## config.mk

```make
export PLATFORM = sky130hd
export DESIGN_NAME = abz_enc_gen
export DESIGN_NICKNAME = d
export VERILOG_FILES = /design/src/rtl/abz_enc_gen.sv
export SDC_FILE = /design/constraint.sdc
export NUM_CORES = 1
export LEC_CHECK = 0
export CORE_ASPECT_RATIO = 1.5
export CORE_MARGIN = 4
export CORE_UTILIZATION = 50
export DETAILED_ROUTE_END_ITERATION = 10
export PLACE_DENSITY = 0.77
export SYNTH_ARGS = -nofsm -noshare
export SYNTH_HDL_FRONTEND = slang
export SYNTH_SLANG_ARGS = --single-unit
```

## constraint.sdc

```tcl
create_clock -name CLK -period 3.74 [get_ports CLK]
set_clock_uncertainty 0.1 [all_clocks]
set_input_delay 0.748 -clock CLK [delete_from_list [all_inputs] [get_ports CLK]]
set_output_delay 0.748 -clock CLK [all_outputs]
set_load 0.01 [all_outputs]
```

## src/rtl/abz_enc_gen.sv

```systemverilog
// abz_enc_gen: quadrature encoder emulator stepping a position toward a target
module abz_enc_gen #(
    parameter int BIT_LENGTH = 12,
    parameter int DIV_WIDTH  = 16
) (
    input  logic                  CLK,
    input  logic                  RST,
    input  logic                  EN,
    input  logic                  INIT_EN,
    input  logic [BIT_LENGTH-1:0] INIT_POS,
    input  logic                  TARGET_VLD,
    input  logic [BIT_LENGTH-1:0] TARGET_POS,
    input  logic [DIV_WIDTH-1:0]  EDGE_DIV,
    output logic [BIT_LENGTH-1:0] POS_OUT,
    output logic                  A_OUT,
    output logic                  B_OUT,
    output logic                  Z_OUT,
    output logic                  BUSY,
    output logic                  DONE
);
    typedef enum logic {IDLE, MOVE} state_t;
    state_t state_q, state_d;
    logic [BIT_LENGTH-1:0] pos_q, pos_d, tgt_q, tgt_d, diff;
    logic [DIV_WIDTH-1:0] cnt_q, cnt_d, reload;
    logic done_q, done_d, a_q, b_q, z_q;
    assign reload = (EDGE_DIV == '0) ? '0 : EDGE_DIV - 1'b1;
    assign diff = tgt_q - pos_q;
    // next state: init beats retarget beats stepping; direction is the shortest path, ties go down
    always_comb begin
        state_d = state_q;
        pos_d = pos_q;
        tgt_d = tgt_q;
        cnt_d = cnt_q;
        done_d = 1'b0;
        if (INIT_EN) begin
            pos_d = INIT_POS;
            state_d = IDLE;
            cnt_d = '0;
        end else if (TARGET_VLD) begin
            tgt_d = TARGET_POS;
            if (TARGET_POS == pos_q) begin
                state_d = IDLE;
                done_d = 1'b1;
            end else if (state_q == IDLE) begin
                state_d = MOVE;
                cnt_d = reload;
            end
        end else if (state_q == MOVE && EN) begin
            if (cnt_q != '0) begin
                cnt_d = cnt_q - 1'b1;
            end else begin
                pos_d = diff[BIT_LENGTH-1] ? pos_q - 1'b1 : (diff != '0) ? pos_q + 1'b1 : pos_q;
                cnt_d = reload;
                if (pos_d == tgt_q) begin
                    state_d = IDLE;
                    done_d = 1'b1;
                end
            end
        end
    end
    // state registers; A/B/Z are registered from the next position so they move with POS_OUT
    always_ff @(posedge CLK) begin
        if (RST) begin
            state_q <= IDLE;
            pos_q <= '0;
            tgt_q <= '0;
            cnt_q <= '0;
            done_q <= 1'b0;
            a_q <= 1'b0;
            b_q <= 1'b0;
            z_q <= 1'b1;
        end else begin
            state_q <= state_d;
            pos_q <= pos_d;
            tgt_q <= tgt_d;
            cnt_q <= cnt_d;
            done_q <= done_d;
            a_q <= pos_d[1] ^ pos_d[0];
            b_q <= pos_d[1];
            z_q <= (pos_d == '0);
        end
    end
    assign POS_OUT = pos_q;
    assign A_OUT = a_q;
    assign B_OUT = b_q;
    assign Z_OUT = z_q;
    assign BUSY = (state_q == MOVE);
    assign DONE = done_q;
endmodule

```

==> impl_metrics.yaml, run 1 <==
yosys:
  post_synthesis_compound_gate_area_fraction_pct: 23.35
  synthesis.instances: 583
  synth-edff-count: 0
  area_contributors_post_synth: "sky130_fd_sc_hd__dfxtp_1 (21%), sky130_fd_sc_hd__xnor2_1 (7.9%), sky130_fd_sc_hd__a21oi_1 (5.5%)"
  synth_cell_count_leaders: "sky130_fd_sc_hd__nand2_1 (61), sky130_fd_sc_hd__nor2_1 (52), sky130_fd_sc_hd__a21oi_1 (46)"
  post-synth-top-count-cell: "sky130_fd_sc_hd__nand2_1"
  ys.flop_type: "sky130_fd_sc_hd__dfxtp_1"
  synthesis.yosys.warnings: 0
  synth-seq-cells: 44
  synth_area_leader_cell: "sky130_fd_sc_hd__dfxtp_1"
  ys_async_sr_fraction_pct: 0
  yosys.cell_types.count: 78
  netlist_area_um2: 4207
  synth.net_count: 645
  post_synth_xor_area_fraction_pct: 11.42
  netlist.area_leader.share_pct: 20.94
  synthAdderAreaFrac_pct: 5.235
  post_synthesis_simple_gate_area_fraction_pct: 31.05
  yosys-mux-area-fraction_pct: 1.904
  synth_top_family_by_area: "simple AND/OR/NAND/NOR gates"
  syn_area_per_cell_um2: 7.215
  ys_seq_area_share_pct: 20.94
job:
  max_cap_violations: 0
worst_setup_path:
  crit_path_start_kind: "flip-flop"
  worst_r2r_endpoint: "Z_OUT"
  cp.buffers_inverters: 3
  wp_data_arrival_ns: 3.84
  worst_setup_path_startpoint: "tgt_q[0]"
  crit_path_cell_trace: "inv_2, ha_4, fa_2, and2b_2, o2111ai_4, and3_4, o31ai_4, a2111oi_4, buf_4, and3_4, buf_8, o31a_1, o31ai_4, o211ai_1, nor4_2, a41o_1"
  reg2reg_depth: 16
  cp_max_fo: 8
  crit_cells: 16
  timing.critical_path.slowest_cell_delay_ns: 0.36
  r2r_path_start: "tgt_q[0]"
  timing.reg2reg.setup_slack_ns: 0.04
  critical_path_top_delay_cell: "sky130_fd_sc_hd__fa_2"
  critPathRequiredTime_ns: 3.88
  cp-end-kind: "flip-flop"
  timing.setup.critical_path_class: "flip-flop to flip-flop"
  critPathTopFamily: "compound AO/OA/AOI/OAI gates"
  critical_path.endpoint: "Z_OUT"
cts:
  clockRootBuffer: "sky130_fd_sc_hd__clkbuf_16"
  clock_tree_from_tritoncts: "yes"
  cts.path.max_buffers: 2
  numClockSinks: 44
  ctsHtreeMaxLevel: 2
  tritoncts_buffer_count: 5
  worst_setup_hold_path_clk_slew_ns: 0.07
  clock_insertion_delay_worst_skew_ns: 0.29
sta:
  hold_violations: 0
  maxClockFrequency_ghz: 0.2702
  max_slew.worst_pin.slew_ns: 1.019
  fin_worst_hold_slack_ns: 0.3777
  final_cycle_utilization_of_the_critical_path_pct: 98.95
  final.min_clock_period_ns: 3.701
  grt_setup_unrepaired: "yes"
  timing.max_slew.rel_slack_pct: 31.89
  setup_viol_count_final: 0
  drv_slew: 0
power:
  comb_power_share_pct: 46.0
  part_of_the_total_power_dissipated_in_sequential_elements_pct: 27.2
  power.density_cell_area_nw_per_um2: 348.4
  leakagePower_nw: 2.051
  switching_share_of_power_pct: 37.33
  total_switching_power_mw: 0.7141
  irDropWorstVdd_mv: 0.2380
  power.internal_mw: 1.199
  power_frac_clock_pct: 26.9
cells_and_area:
  final_nets: 724
  multiInputGateArea_um2: 3238
  diodes: 0
  syn_to_final_growth_pct: 30.55
  n_fill_cell: 736
  ff_latch_area_um2: 885.9
  proportion_of_layout_cells_with_a_drive_suffix_above_1_pct: 15.99
  post-route-util_pct: 67.73
routing:
  drtAntennaViolNets: 0
  routed_wire_length_per_instance_um: 19.16
  route.detailed.vias_per_inst: 6.169
  dr_total_vias: 4738
  firstDrtPassIters: 5
  drc: 0
  detail_route.iter0.violations: 384
  routed_wl_mm: 14.72
floorplan:
  core_area_um2: 8108
  io_pins: 62
  num_rows: 40
  initial_utilization_pct: 51.88
  die_width_um: 82.89
  die_y_um: 120.3
  floorplan.die_area_um2: 9975
global_route:
  globalRouteTotalUtil_pct: 28.78
  gr-total-overflow: 0
  pin_count_of_the_biggest_net_entering_global_routing: 27
  first_global_vias: 4731
  grt_pass1_wl_mm: 23.31
  antenna_violations_before_repair: 0
place:
  dpl.hpwl_mm: 11.28
  portBuffers: 61
  gp_routability_congestion: 0.9645
hold_path:
  worstHoldPathType: "flip-flop to flip-flop"
status:
  status: "finished clean"
[per-layer routing]
layer  global-route usage [%]  vias to the layer above  part of all wire, %  wire [um]
li1                         -                     2258                    -          -
met1                    29.95                     2230                   36       5371
met2                    52.36                      188                   52       7658
met3                    3.136                       62                  4.0        595
met4                    21.88                        0                  7.4       1092
met5                        0                        -                    0          0
[worst reg2reg max path, cell delays in order (launching register included)]
cell,delay [ns]
sky130_fd_sc_hd__dfxtp_2,0.34
sky130_fd_sc_hd__inv_2,0.05
sky130_fd_sc_hd__ha_4,0.16
sky130_fd_sc_hd__fa_2,0.36
sky130_fd_sc_hd__and2b_2,0.26
sky130_fd_sc_hd__o2111ai_4,0.18
sky130_fd_sc_hd__and3_4,0.23
sky130_fd_sc_hd__o31ai_4,0.20
sky130_fd_sc_hd__a2111oi_4,0.08
sky130_fd_sc_hd__buf_4,0.17
sky130_fd_sc_hd__and3_4,0.17
sky130_fd_sc_hd__buf_8,0.14
sky130_fd_sc_hd__o31a_1,0.28
sky130_fd_sc_hd__o31ai_4,0.27
sky130_fd_sc_hd__o211ai_1,0.17
sky130_fd_sc_hd__nor4_2,0.29
sky130_fd_sc_hd__a41o_1,0.20
[how the worst min path moves through the flow]
stage,startpoint,to,slack [ns],cells past startpoint
detailed placement,cnt_q[11],cnt_q[11],0.37,2
CTS,cnt_q[11],cnt_q[11],0.38,2
global route,cnt_q[11],cnt_q[11],0.41,2
global placement,cnt_q[11],cnt_q[11],0.36,2
floorplan,tgt_q[11],tgt_q[11],0.35,2
finish,cnt_q[11],cnt_q[11],0.38,2
[power groups by stage]
stage / sequential, mW / clock (mW) / combinational (mW)
4_1_cts: 0.518 / 0.523 / 0.807
6_report: 0.520 / 0.514 / 0.879
3_5_place_dp: 0.528 / 0 / 0.777
5_1_grt: 0.523 / 0.542 / 0.948
2_1_floorplan: 0.530 / 0 / 0.512
3_3_place_gp: 0.528 / 0 / 0.765
[per-stage QoR]
stage	setup TNS [ns]	instances	power, mW	worst slack, ns	instance area, um^2
after floorplan	0	583	1.043	0.08154	4207
after global placement	0	747	1.293	0.06878	5049
after detailed placement	-0.08664	747	1.306	-0.04906	5049
after CTS	0	759	1.847	0.001757	5301
after global routing	-0.2229	768	2.013	-0.1212	5492
final	0	768	1.913	0.03917	5492
[cell usage in the layout, fill, tap and decap left out, drive strengths merged, types with 7 or more instances in the layout]
cell,synthesis,routed
nand2,62,62
clkdlybuf4s50,0,61
nor2,52,52
a21oi,49,49
buf,9,46
dfxtp,44,44
xnor2,39,40
nor3,39,39
o21ai,33,33
inv,27,27
nand3,17,17
ha,16,16
xor2,15,15
nor4,12,12
and3,12,12
nor2b,10,10
nand4,8,8
a211oi,8,8
mux2i,8,8
a31oi,7,7
nor3b,7,7
[layout make-up]
class	count	share of cell area, %
Inverter	27	1.846
Clock inverter	3	0.7747
Clock buffer	5	2.278
Timing Repair Buffer	107	17.61
Sequential cell	44	16.13
Tap cell	105	2.392
Multi-Input combinational cell	477	58.97
[cells by family (layout without fill, tap and decap cells)]
family	count (synthesis)	after routing
AO/OA/AOI/OAI	149	149
XOR/XNOR	54	55
adder cells (fa/ha/maj)	17	17
buffers and inverters	63	142
flip-flops	44	44
multiplexers	8	8
AND/OR/NAND/NOR	248	248
[sequential cells by signal (all words and copies together) (netlist names)]
name / flops
cnt_q: 16
POS_OUT: 12
tgt_q: 12
A_OUT: 1
BUSY: 1
DONE: 1
Z_OUT: 1
[timing repair]
item / 4_1_cts / 5_1_grt
endpoints found under the setup margin: 2 / 6
hold buffers: 0 / 0
pin swaps: 3 / 17
buffers inserted: 4 / 8
endpoints found under the hold margin: 0 / 0
gates cloned: 0 / 1
resized for setup: 9 / 27
No activity file was read; power rests on OpenSTA's default activity.
==> run 2, diff against run 1 <==
--- a/config.mk
+++ b/config.mk
@@ -7,9 +7,10 @@
 export LEC_CHECK = 0
 export CORE_ASPECT_RATIO = 1.5
 export CORE_MARGIN = 4
-export CORE_UTILIZATION = 50
+export CORE_UTILIZATION = 52
+export CTS_BUF_LIST = sky130_fd_sc_hd__clkbuf_4
 export DETAILED_ROUTE_END_ITERATION = 10
-export PLACE_DENSITY = 0.77
+export PLACE_DENSITY = 0.8
 export SYNTH_ARGS = -nofsm -noshare
 export SYNTH_HDL_FRONTEND = slang
 export SYNTH_SLANG_ARGS = --single-unit
==> run 2 against run 1 <==
Effect of this change:
- clock power fell by 53%
- cell count decreased by 1.3%
- largest power group unchanged
- combinational power down 0.7%
- worst setup slack better by 0.11 ns
- largest cell class unchanged
- final area shrank 2.8%
- global-route usage is 0.59 points higher
- register-to-register slack improved by 0.11 ns
==> impl_metrics.yaml, run 2 (synthesis results as in run 1) <==
job:
  max_cap_violations: 0
routing:
  firstDrtPassIters: 5
  drtAntennaViolNets: 0
  detail_route.iter0.violations: 412
  drc: 0
  routed_wl_mm: 14.15
  route.detailed.vias_per_inst: 6.103
  dr_total_vias: 4626
  routed_wire_length_per_instance_um: 18.66
floorplan:
  floorplan.die_area_um2: 9622
  die_y_um: 118.2
  core_area_um2: 7759
  die_width_um: 81.44
  initial_utilization_pct: 54.22
  io_pins: 62
  num_rows: 39
global_route:
  globalRouteTotalUtil_pct: 29.37
  gr-total-overflow: 0
  grt_pass1_wl_mm: 22.15
  antenna_violations_before_repair: 0
  first_global_vias: 4514
  pin_count_of_the_biggest_net_entering_global_routing: 27
worst_setup_path:
  critical_path_top_delay_cell: "sky130_fd_sc_hd__a2111oi_4"
  crit_path_start_kind: "flip-flop"
  timing.setup.critical_path_class: "flip-flop to flip-flop"
  critPathTopFamily: "compound AO/OA/AOI/OAI gates"
  critPathRequiredTime_ns: 3.92
  cp-end-kind: "flip-flop"
  wp_data_arrival_ns: 3.77
  crit_path_cell_trace: "inv_1, ha_2, fa_2, and2b_2, o2111ai_4, nand4b_1, a21o_1, a2111oi_4, and3_4, buf_12, nor2_1, xnor2_1, nor2_1, a21oi_2, ha_2, o21a_1, a41o_1"
  timing.critical_path.slowest_cell_delay_ns: 0.36
  cp.buffers_inverters: 2
  cp_max_fo: 12
cts:
  worst_setup_hold_path_clk_slew_ns: 0.13
  clock_insertion_delay_worst_skew_ns: 0.37
  clock_tree_from_tritoncts: "yes"
  cts_hold_buffers: 0
  numClockSinks: 44
  clockRootBuffer: "sky130_fd_sc_hd__clkbuf_4"
  ctsHtreeMaxLevel: 2
  tritoncts_buffer_count: 5
  cts.path.max_buffers: 2
place:
  portBuffers: 61
  cell_area_reported_after_detailed_placement_um2: 5057
  preCtsSetupSlack_ns: -0.06765
  dpl.hpwl_mm: 10.98
  gp_routability_congestion: 0.9618
cells_and_area:
  largest-register: "cnt_q"
  proportion_of_layout_cells_with_a_drive_suffix_above_1_pct: 14.79
  final_cell_area_um2: 5339
  final_nets: 717
  final_common_cell: "sky130_fd_sc_hd__clkdlybuf4s50_1"
  diodes: 0
  n_fill_cell: 686
  mostFrequentLayoutCells: "sky130_fd_sc_hd__clkdlybuf4s50_1 (61), sky130_fd_sc_hd__nand2_1 (60), sky130_fd_sc_hd__nor2_1 (52), sky130_fd_sc_hd__a21oi_1 (43), sky130_fd_sc_hd__dfxtp_1 (42)"
  largest_reg_flops: 16
  syn_to_final_growth_pct: 26.92
power:
  irDropWorstVdd_mv: 0.1994
  leakagePower_nw: 1.963
  power.density_cell_area_nw_per_um2: 306.3
sta:
  final.setup.worst_slack_ns: 0.1498
  setup_viol_count_final: 0
  final_cycle_utilization_of_the_critical_path_pct: 96.00
  max_slew.worst_pin.slew_ns: 1.249
  fin_worst_hold_slack_ns: 0.3843
  drv_slew: 0
  maxClockFrequency_ghz: 0.2785
  timing.max_slew.rel_slack_pct: 16.41
  final.min_clock_period_ns: 3.590
  hold_violations: 0
status:
  status: "finished clean"
hold_path:
  worstHoldPathType: "flip-flop to flip-flop"
==> run 2: cell types whose count changed in the layout (fill, tap and decap cells not counted), sizes merged <==
cell / change
buf: -6
bufinv: -1
clkbuf: +1
xnor2: -1
==> run 2: worst paths after layout <==
check             slack [ns]  cells after the start   endpoint  startpoint
hold reg to reg         0.38                      2  tgt_q[11]   tgt_q[11]
setup reg to reg        0.15                     17      Z_OUT    tgt_q[0]
setup / recovery        0.15                     17      Z_OUT    tgt_q[0]
hold / removal          0.38                      2  tgt_q[11]   tgt_q[11]
==> run 2: final cells by class <==
type	count	area (um^2)	area share [%]
repair buffers	101	935.9	17.53
flip-flops and latches	44	883.3	16.55
multi-input cells	476	3234	60.58
well taps	102	127.6	2.390
clock buffers	6	45.04	0.8437
inverters	27	101.3	1.898
clock inverters	2	11.26	0.2109
==> run 2: power by group <==
part	internal, mW	leakage (nW)	switching (mW)
clock	0.0790	0.0293	0.164
combinational	0.386	1.57	0.487
sequential	0.496	0.362	0.0236
==> run 2: tightest hold or removal path, cell delays in order, from the launching register on <==
cell and delay [ns]:
sky130_fd_sc_hd__dfxtp_1 0.34, sky130_fd_sc_hd__nand2_1 0.05, sky130_fd_sc_hd__a21oi_1 0.05
==> run 2: what timing repair did <==
item | 4_1_cts | 5_1_grt
pin swaps | 5 | 15
gates cloned | 0 | 0
buffers inserted | 0 | 6
endpoints found under the setup margin | 2 | 4
gates resized for setup | 10 | 21
==> run 2: metrics by stage <==
step | TNS [ns] | utilization [%] | instances | total power [mW]
after floorplan | 0 | - | 583 | 1.043
after global placement | 0 | 65.18 | 744 | 1.291
after detailed placement | -0.08145 | 65.18 | 744 | 1.305
after CTS | 0 | 66.54 | 752 | 1.566
after global routing | -0.05973 | 68.81 | 758 | 1.726
final | 0 | 68.81 | 758 | 1.635
==> run 2: per-layer routing <==
metal	share of wire [%]	vias to the layer above	global-route usage, %	routed length [um]
li1	-	2235	-	-
met1	38	2197	32.36	5396
met2	54	162	52.86	7652
met3	3.9	32	3.805	557
met4	3.8	0	15.12	539
met5	0	-	0	0
==> run 3, diff against run 2 <==
--- a/config.mk
+++ b/config.mk
@@ -11,6 +11,7 @@
 export CTS_BUF_LIST = sky130_fd_sc_hd__clkbuf_4
 export DETAILED_ROUTE_END_ITERATION = 10
 export PLACE_DENSITY = 0.8
+export SLEW_MARGIN = 20
 export SYNTH_ARGS = -nofsm -noshare
 export SYNTH_HDL_FRONTEND = slang
 export SYNTH_SLANG_ARGS = --single-unit
==> run 3 against run 2 <==
Effect of this change:
- clock power grew 2%
- highest routed layer unchanged
- sequential share of layout area shrank 0.17 points
- via count grew 0.58%
- clock-buffer cell count is the same
- final area grew 1.3%
- worst setup slack lost 0.044 ns
- largest cell class unchanged
- total power grew 0.73%
- worst hold slack lost 0.0013 ns
- sequential power is essentially flat
- utilization grew 0.90 points
- first-iteration DRC count shrank 30%
==> impl_metrics.yaml, run 3 (synthesis results as in run 1) <==
status:
  status: "finished clean"
place:
  preCtsSetupSlack_ns: -0.06637
  dpl.cell_count: 744
  dpl.hpwl_mm: 11.09
  gp_routability_congestion: 0.9618
  portBuffers: 61
cells_and_area:
  n_fill_cell: 683
  proportion_of_layout_cells_with_a_drive_suffix_above_1_pct: 16.19
  final_nets: 722
  diodes: 0
  final_common_cell: "sky130_fd_sc_hd__clkdlybuf4s50_1"
  syn_to_final_growth_pct: 28.58
  largest_reg_flops: 16
  largest-register: "cnt_q"
  mostFrequentLayoutCells: "sky130_fd_sc_hd__clkdlybuf4s50_1 (61), sky130_fd_sc_hd__nand2_1 (60), sky130_fd_sc_hd__nor2_1 (51), sky130_fd_sc_hd__a21oi_1 (42), sky130_fd_sc_hd__buf_4 (42)"
  post-route-util_pct: 69.71
  instances_no_fill: 763
sta:
  final.setup.worst_slack_ns: 0.1056
  drv_slew: 0
  fin_worst_hold_slack_ns: 0.3830
  max_slew.worst_pin.slew_ns: 0.9778
  timing.max_slew.rel_slack_pct: 34.21
  hold_violations: 0
  maxClockFrequency_ghz: 0.2751
  setup_viol_count_final: 0
  final_cycle_utilization_of_the_critical_path_pct: 97.18
  final.min_clock_period_ns: 3.634
global_route:
  pin_count_of_the_biggest_net_entering_global_routing: 27
  grt_pass1_wl_mm: 21.85
  gr-total-overflow: 0
  antenna_violations_before_repair: 0
  first_global_vias: 4453
  globalRouteTotalUtil_pct: 29.06
cts:
  cts.path.max_buffers: 2
  clockRootBuffer: "sky130_fd_sc_hd__clkbuf_4"
  clock_insertion_delay_worst_skew_ns: 0.38
  tritoncts_buffer_count: 5
  clock_tree_from_tritoncts: "yes"
  worst_setup_hold_path_clk_slew_ns: 0.14
  cts_hold_buffers: 0
  ctsHtreeMaxLevel: 2
  numClockSinks: 44
power:
  irDropWorstVdd_mv: 0.1904
  power.density_cell_area_nw_per_um2: 304.5
  leakagePower_nw: 1.996
floorplan:
  die_y_um: 118.2
  initial_utilization_pct: 54.22
  io_pins: 62
  num_rows: 39
  die_width_um: 81.44
  floorplan.die_area_um2: 9622
  core_area_um2: 7759
worst_setup_path:
  critPathRequiredTime_ns: 3.94
  crit_path_cell_trace: "inv_1, ha_1, a21oi_2, o22ai_1, nor4_2, nand4bb_4, a2111oi_4, buf_4, and3_4, buf_12, nor2_1, xnor2_1, nor2_1, a21oi_2, ha_2, o21a_1, a41o_1"
  timing.setup.critical_path_class: "flip-flop to flip-flop"
  cp_max_fo: 5
  cp-end-kind: "flip-flop"
  wp_data_arrival_ns: 3.83
  timing.critical_path.slowest_cell_delay_ns: 0.43
  critical_path_top_delay_cell: "sky130_fd_sc_hd__nor4_2"
  crit_path_start_kind: "flip-flop"
job:
  max_cap_violations: 0
routing:
  route.detailed.vias_per_inst: 6.098
  firstDrtPassIters: 5
  drtAntennaViolNets: 0
  dr_total_vias: 4653
  routed_wl_mm: 14.20
  routed_wire_length_per_instance_um: 18.61
  drc: 0
  detail_route.iter0.violations: 290
hold_path:
  worstHoldPathType: "flip-flop to flip-flop"
==> run 3: area by class of cell <==
| type | instances | area (um^2) | area share (%) |
|---|---|---|---|
| clock inverters | 2 | 11.26 | 0.2082 |
| clock buffers | 6 | 45.04 | 0.8328 |
| multi-input cells | 476 | 3262 | 60.31 |
| repair buffers | 106 | 975.9 | 18.04 |
| inverters | 27 | 101.3 | 1.874 |
| well taps | 102 | 127.6 | 2.359 |
| flip-flops and latches | 44 | 885.9 | 16.38 |
==> run 3: path summary, 6_finish.rpt <==
check | start | end | slack (ns) | depth (start not counted)
min reg2reg | tgt_q[11] | tgt_q[11] | 0.38 | 2
max reg2reg | POS_OUT[6] | Z_OUT | 0.11 | 17
max | POS_OUT[6] | Z_OUT | 0.11 | 17
min | tgt_q[11] | tgt_q[11] | 0.38 | 2
==> run 3: through the flow <==
step / setup TNS, ns / power, mW / cell area [um^2]
global route: -0.06431 / 1.736 / 5409
floorplan: 0 / 1.043 / 4207
global placement: 0 / 1.291 / 5057
detailed placement: -0.07128 / 1.307 / 5060
finish: 0 / 1.647 / 5409
CTS: 0 / 1.565 / 5169
==> run 3: power by group <==
part	switching (mW)	internal (mW)
Combinational	0.489	0.390
Clock	0.170	0.0790
Sequential	0.0235	0.496
Total	0.682	0.965
==> run 3: worst max-delay path: cells and delay by family (launching register included) <==
family          cells  cell delay (ns)
compound gates      6             1.02
simple gates        5             0.97
fa+ha+maj           2             0.60
buf+inv             3             0.37
flops               1             0.35
xor+xnor            1             0.13
==> run 3: routing by layer <==
metal	GRT usage, %	routed length [um]	up-vias
li1	-	-	2246
met1	32.06	5357	2178
met2	51.79	7492	179
met3	3.272	565	50
met4	16.60	788	0
met5	0	0	-
==> run 3: what timing repair did <==
action                                  in CTS  in global routing
gates resized for setup                      9                 27
cloned                                       0                  1
endpoints found under the setup margin       2                  4
buffers inserted                             2                  8
pin swaps                                    5                 10
